File: src/rtl/cpu_pkg.sv
// Shared CPU definitions: register-file geometry and writeback grant encoding.
package cpu_pkg;
    localparam int REG_ADDR_W = 5;
    localparam int DATA_W     = 16;
    localparam int N_REG      = 32;

    // Which source owns the register-file write port this cycle
    typedef enum logic [1:0] {
        GNT_NONE   = 2'd0,
        GNT_ALU    = 2'd1,
        GNT_FIFO   = 2'd2,
        GNT_BYPASS = 2'd3
    } grant_e;
endpackage

File: src/rtl/wb_fifo.sv
// Load-return buffer for the writeback stage. Exposes a per-entry valid/addr
// view so decode can detect reads/writes of registers with loads still queued.
module wb_fifo #(
    parameter  int DATA_W = cpu_pkg::DATA_W,
    parameter  int DEPTH  = 4,
    localparam int AW     = cpu_pkg::REG_ADDR_W,
    localparam int PTR_W  = $clog2(DEPTH),
    localparam int CNT_W  = PTR_W + 1
) (
    input  logic                        clk,
    input  logic                        arst_n,
    input  logic                        push,
    input  logic [AW-1:0]               push_addr,
    input  logic [DATA_W-1:0]           push_data,
    input  logic                        pop,
    output logic [AW-1:0]               head_addr,
    output logic [DATA_W-1:0]           head_data,
    output logic [CNT_W-1:0]            count,
    output logic [DEPTH-1:0]            entry_vld,
    output logic [DEPTH-1:0][AW-1:0]    entry_addr
);
    logic [DEPTH-1:0][AW-1:0]     mem_addr;
    logic [DEPTH-1:0][DATA_W-1:0] mem_data;
    logic [PTR_W-1:0]             wr_ptr;
    logic [PTR_W-1:0]             rd_ptr;
    logic                         push_ok;
    logic                         pop_ok;

    // Guard here too so the count can never over/underflow whatever the caller does
    assign push_ok = push && (count != CNT_W'(DEPTH));
    assign pop_ok  = pop  && (count != '0);

    assign head_addr  = mem_addr[rd_ptr];
    assign head_data  = mem_data[rd_ptr];
    assign entry_addr = mem_addr;

    // Storage needs no reset: validity comes from the pointers and count
    always_ff @(posedge clk) begin
        if (push_ok) begin
            mem_addr[wr_ptr] <= push_addr;
            mem_data[wr_ptr] <= push_data;
        end
    end

    // Pointers wrap naturally; count moves only on an unpaired push or pop
    always_ff @(posedge clk or negedge arst_n) begin
        if (!arst_n) begin
            wr_ptr <= '0;
            rd_ptr <= '0;
            count  <= '0;
        end else begin
            if (push_ok) wr_ptr <= wr_ptr + 1'b1;
            if (pop_ok)  rd_ptr <= rd_ptr + 1'b1;
            case ({push_ok, pop_ok})
                2'b10:   count <= count + 1'b1;
                2'b01:   count <= count - 1'b1;
                default: count <= count;
            endcase
        end
    end

    // An entry is live if its distance from the head is below the occupancy
    always_comb begin
        logic [PTR_W-1:0] offs;
        offs      = '0;
        entry_vld = '0;
        for (int i = 0; i < DEPTH; i++) begin
            offs         = PTR_W'(i) - rd_ptr;
            entry_vld[i] = ({1'b0, offs} < count);
        end
    end
endmodule

File: src/rtl/writeback_arbiter.sv
// Writeback stage: merges ALU results and load returns onto the single
// register-file write port. ALU wins by default; loads queue in wb_fifo and a
// starvation counter forces a drain after STARVE_MAX consecutive ALU wins.
module writeback_arbiter #(
    parameter int DATA_W     = cpu_pkg::DATA_W,
    parameter int FIFO_DEPTH = 4,
    parameter int STARVE_MAX = 3
) (
    input  logic                          clk,
    input  logic                          arst_n,
    input  logic                          alu_valid,
    output logic                          alu_stall,
    input  logic [cpu_pkg::REG_ADDR_W-1:0] alu_waddr,
    input  logic [DATA_W-1:0]             alu_wdata,
    input  logic                          ld_valid,
    output logic                          ld_ready,
    input  logic [cpu_pkg::REG_ADDR_W-1:0] ld_waddr,
    input  logic [DATA_W-1:0]             ld_wdata,
    output logic                          reg_write,
    output logic [cpu_pkg::REG_ADDR_W-1:0] waddr,
    output logic [DATA_W-1:0]             wdata,
    input  logic [cpu_pkg::REG_ADDR_W-1:0] qaddr_1,
    input  logic [cpu_pkg::REG_ADDR_W-1:0] qaddr_2,
    input  logic [cpu_pkg::REG_ADDR_W-1:0] qaddr_d,
    output logic                          hazard_1,
    output logic                          hazard_2,
    output logic                          hazard_d,
    output logic [$clog2(FIFO_DEPTH):0]   fifo_count
);
    import cpu_pkg::*;

    localparam int AW       = REG_ADDR_W;
    localparam int CNT_W    = $clog2(FIFO_DEPTH) + 1;
    localparam int STARVE_W = $clog2(STARVE_MAX + 1);

    grant_e                      grant;
    logic [STARVE_W-1:0]         starve_cnt;
    logic                        fifo_empty;
    logic                        fifo_push;
    logic                        fifo_pop;
    logic [AW-1:0]               head_addr;
    logic [DATA_W-1:0]           head_data;
    logic [CNT_W-1:0]            count;
    logic [FIFO_DEPTH-1:0]       entry_vld;
    logic [FIFO_DEPTH-1:0][AW-1:0] entry_addr;

    wb_fifo #(
        .DATA_W (DATA_W),
        .DEPTH  (FIFO_DEPTH)
    ) u_fifo (
        .clk        (clk),
        .arst_n     (arst_n),
        .push       (fifo_push),
        .push_addr  (ld_waddr),
        .push_data  (ld_wdata),
        .pop        (fifo_pop),
        .head_addr  (head_addr),
        .head_data  (head_data),
        .count      (count),
        .entry_vld  (entry_vld),
        .entry_addr (entry_addr)
    );

    assign fifo_count = count;
    assign fifo_empty = (count == '0);
    // Registered count only, so ld_ready has no combinational path from ld_valid
    assign ld_ready   = (count != CNT_W'(FIFO_DEPTH));
    assign alu_stall  = (starve_cnt == STARVE_W'(STARVE_MAX)) && !fifo_empty;

    // Fixed-priority grant: ALU, then queued load, then load bypass on empty FIFO
    always_comb begin
        grant = GNT_NONE;
        if (alu_valid && !alu_stall) grant = GNT_ALU;
        else if (!fifo_empty)        grant = GNT_FIFO;
        else if (ld_valid)           grant = GNT_BYPASS;
    end

    assign fifo_pop  = (grant == GNT_FIFO);
    assign fifo_push = ld_valid && ld_ready && (grant != GNT_BYPASS);

    // Count ALU wins that overtake queued loads; any other grant clears it
    always_ff @(posedge clk or negedge arst_n) begin
        if (!arst_n)               starve_cnt <= '0;
        else if (grant == GNT_ALU) starve_cnt <= fifo_empty ? '0 : starve_cnt + 1'b1;
        else                       starve_cnt <= '0;
    end

    // Register the granted write; address/data hold when nothing is written
    always_ff @(posedge clk or negedge arst_n) begin
        if (!arst_n) begin
            reg_write <= 1'b0;
            waddr     <= '0;
            wdata     <= '0;
        end else begin
            case (grant)
                GNT_ALU: begin
                    reg_write <= 1'b1;
                    waddr     <= alu_waddr;
                    wdata     <= alu_wdata;
                end
                GNT_FIFO: begin
                    reg_write <= 1'b1;
                    waddr     <= head_addr;
                    wdata     <= head_data;
                end
                GNT_BYPASS: begin
                    reg_write <= 1'b1;
                    waddr     <= ld_waddr;
                    wdata     <= ld_wdata;
                end
                default: reg_write <= 1'b0;
            endcase
        end
    end

    // Flag queued loads only; writes already headed to the port land next edge
    always_comb begin
        hazard_1 = 1'b0;
        hazard_2 = 1'b0;
        hazard_d = 1'b0;
        for (int i = 0; i < FIFO_DEPTH; i++) begin
            if (entry_vld[i] && entry_addr[i] == qaddr_1) hazard_1 = 1'b1;
            if (entry_vld[i] && entry_addr[i] == qaddr_2) hazard_2 = 1'b1;
            if (entry_vld[i] && entry_addr[i] == qaddr_d) hazard_d = 1'b1;
        end
    end
endmodule

File: config.mk
export PLATFORM = sky130hd
export DESIGN_NAME = writeback_arbiter
export DESIGN_NICKNAME = d
export VERILOG_FILES = /design/src/rtl/cpu_pkg.sv /design/src/rtl/wb_fifo.sv /design/src/rtl/writeback_arbiter.sv
export SDC_FILE = /design/constraint.sdc
export NUM_CORES = 1
export LEC_CHECK = 0
export CORE_UTILIZATION = 35
export CTS_CLUSTER_DIAMETER = 200
export CTS_CLUSTER_SIZE = 14
export DETAILED_ROUTE_END_ITERATION = 8
export SLEW_MARGIN = 10
export SYNTH_ARGS = -nofsm -noshare
export SYNTH_HDL_FRONTEND = slang
export SYNTH_SLANG_ARGS = --single-unit
File: constraint.sdc
create_clock -name clk -period 3.2 [get_ports clk]
set_input_delay 0.48 -clock clk [delete_from_list [all_inputs] [get_ports clk]]
set_output_delay 0.48 -clock clk [all_outputs]
set_load 0.1 [all_outputs]
==> impl_metrics.ini <==
[yosys]
synthCells = 431
ys_ff_latch = 115
synth.avg_cell_area_um2 = 13.1
synth_nets = 503
synth_top_area_share_pct = 44.7
synth.area.top_cells = edfxtp_1, dfrtp_1, mux4_2, xor2_1, a21oi_1
syn_area_um2 = 5640
ys_seq_area_share_pct = 58.4
ys_types = 37
synth_top_area_cell = edfxtp_1
synth_warnings = 0

[detailed_routing]
vias = 3731
vias_per_cell = 4.89
ant_nets = 0
drc_errors = 0
wl_per_cell_um = 18.3
wl_mm = 14.0
drtPass1Iterations = 4
drt_iter0_markers = 219

[power_and_ir_drop]
p_int_mw = 4.08
peakVddDrop_mv = 0.510
p_clk_share_pct = 22.1
power_density_nw_per_um2 = 1000
swShare_pct = 44.5
comb_power_share_pct = 46.3
power.leakage_nw = 2.73
power_frac_seq_pct = 31.5
p_switching_mw = 3.28

[global_route]
grt_pass1_vias = 3842
grt_max_degree = 32
grt_usage_pct = 18.2
grt_pass1_wl_mm = 21.9
grt_overflow = 0
antenna_found_initial = 0

[placement]
numPortBuffers = 90
gp_congestion = 0.878
dp_hpwl_mm = 9.98
dp_cells = 732

[cts]
cts-root-buf = clkbuf_16
post_cts_buffers = 0
path_clk_slew_ns = 0.06
tritoncts = done
cts_buffers = 17
cts_hold_buf = 0
htreeDepth = 4
cts-resized-gates = 0
clkLatencyLatePin_ns = 0.41
cts_buffer_depth = 2
cts.sinks = 115

[timing]
whs_ns = 0.166
rsz0062_at_grt = false
setup_violations = 0
fmax_ghz = 0.346
slew_headroom_pct = 35.6
period_minus_slack_ns = 2.89
finalHoldViolations = 0
worst_slew_pin_slew_ns = 0.962
finalSetupTns_ns = 0
post-route-period-util_pct = 90.3
skew_ns = 0.0159
drv_slew = 0

[die]
die_w_um = 129
start_util_pct = 35.7
die_area_um2 = 16600
row_count = 46
io_pins = 91
die_h_um = 129
core_region_area_um2 = 15800

[setup_path]
critPathCaptureType = output pin
cp-start-kind = register
crit_type = reg -> out
crit_path_max_fanout = 11
critical_path_arrival_ns = 2.41
critPathRequiredTime_ns = 2.72

[min_path]
hold_path_class = in -> async

[flow_run]
drv_cap = 0

[outcome]
status = finished clean

[final_layout]
areaGrowthSynthToFinish_pct = 30.0
final_core_util_pct = 46.4
antenna_cells = 0
fin_nets = 607
layout_common_cells = edfxtp_1, clkdlybuf4s50_1, xor2_1
fin_cells = 763
drive_gt1_share_pct = 19.0
final_common_cell = edfxtp_1
nFillCells = 1435
flip-flops by register name (all words and copies together), names as in the netlist:
name               flops
waddr                  5
u_fifo.entry_addr     20
wdata                 16
u_fifo.mem_data       64
u_fifo.count           3
u_fifo.rd_ptr          2
starve_cnt             2
u_fifo.wr_ptr          2
reg_write              1
critical path: stages (launching register included):
cell      delay [ns]
dfrtp_1         0.68
xnor2_1         0.21
inv_1           0.07
ha_1            0.27
a21oi_1         0.25
o211ai_1        0.14
nand4_1         0.19
buf_12          0.19
per-layer routing:
metal,GRT usage [%],vias up,wire length [um]
met5,0,-,0
met4,5.40,0,50
met3,3.78,4,666
met2,29.7,101,6960
met1,24.4,1835,6320
li1,-,1791,-
cell usage after synthesis, drive strengths merged:
cell and n:
nand2 23, mux2 1, mux4 21, nand4 9, xor2 51, a211oi 1, xnor2 16, nor3 27
a21oi 32, fa 1, or3 2, o21ai 1, a31oi 12, nand3 1, and3 1, buf 9
inv 18, nor4b 1, o22ai 8, nor3b 1, and2 4, ha 10, nand2b 2, o211a 1
o21bai 2, clkbuf 11, nor2 28, nor2b 14, a21boi 1, dfrtp 31, o211ai 6, edfxtp 84
o32ai 1
area by class of cell:
type                       instances  area [um2]  area share, %
timing repair buffer             105        1010           13.8
clock buffer                      17         425           5.80
tap                              216         270           3.68
sequential                       115        3300           45.0
inverter                          18        67.6          0.921
multi-input combinational        278        2170           29.6
clock inverter                    14        93.8           1.28
stage by stage:
step                      setup WS, ns  instance area (um2)  power [mW]
after detailed placement         0.654                 6820        5.80
final                            0.311                 7340        7.36
after global routing             0.146                 7340        7.76
after CTS                        0.243                 7340        7.45
after floorplan                 0.0795                 5650        4.84
after global placement           0.652                 6820        5.75
final timing paths:
check                            startpoint              end  slack (ns)  cells past startpoint
min                                  arst_n         waddr[0]        0.17                      1
min reg2reg                   starve_cnt[0]    starve_cnt[0]        0.44                      1
max reg2reg                 u_fifo.count[2]  u_fifo.count[2]        0.63                      9
min in group clk              starve_cnt[0]    starve_cnt[0]        0.44                      1
max in group asynchronous            arst_n  u_fifo.count[1]        2.47                      1
max                        u_fifo.rd_ptr[1]         hazard_d        0.31                      7
kinds of logic (layout without fill, tap and decap cells):
group / Yosys count / count (layout) / share of synthesized area [%]
AOI/OAI and AO/OA: 65 / 65 / 6.81
xor gates and xnor gates: 67 / 67 / 10.4
adders and majority gates: 11 / 11 / 2.57
buffers and inverters: 38 / 154 / 3.19
DFF: 115 / 115 / 58.4
muxes: 22 / 22 / 8.58
and+or+nand+nor: 113 / 113 / 10.0
power groups by stage:
stage / Clock, mW / Combinational, mW / Sequential, mW
floorplan: 0 / 1.46 / 3.38
global placement: 0 / 3.42 / 2.33
detailed placement: 0 / 3.45 / 2.35
CTS: 1.66 / 3.46 / 2.33
global route: 1.73 / 3.65 / 2.37
finish: 1.63 / 3.41 / 2.32
No activity file was read; power rests on OpenSTA's default activity.
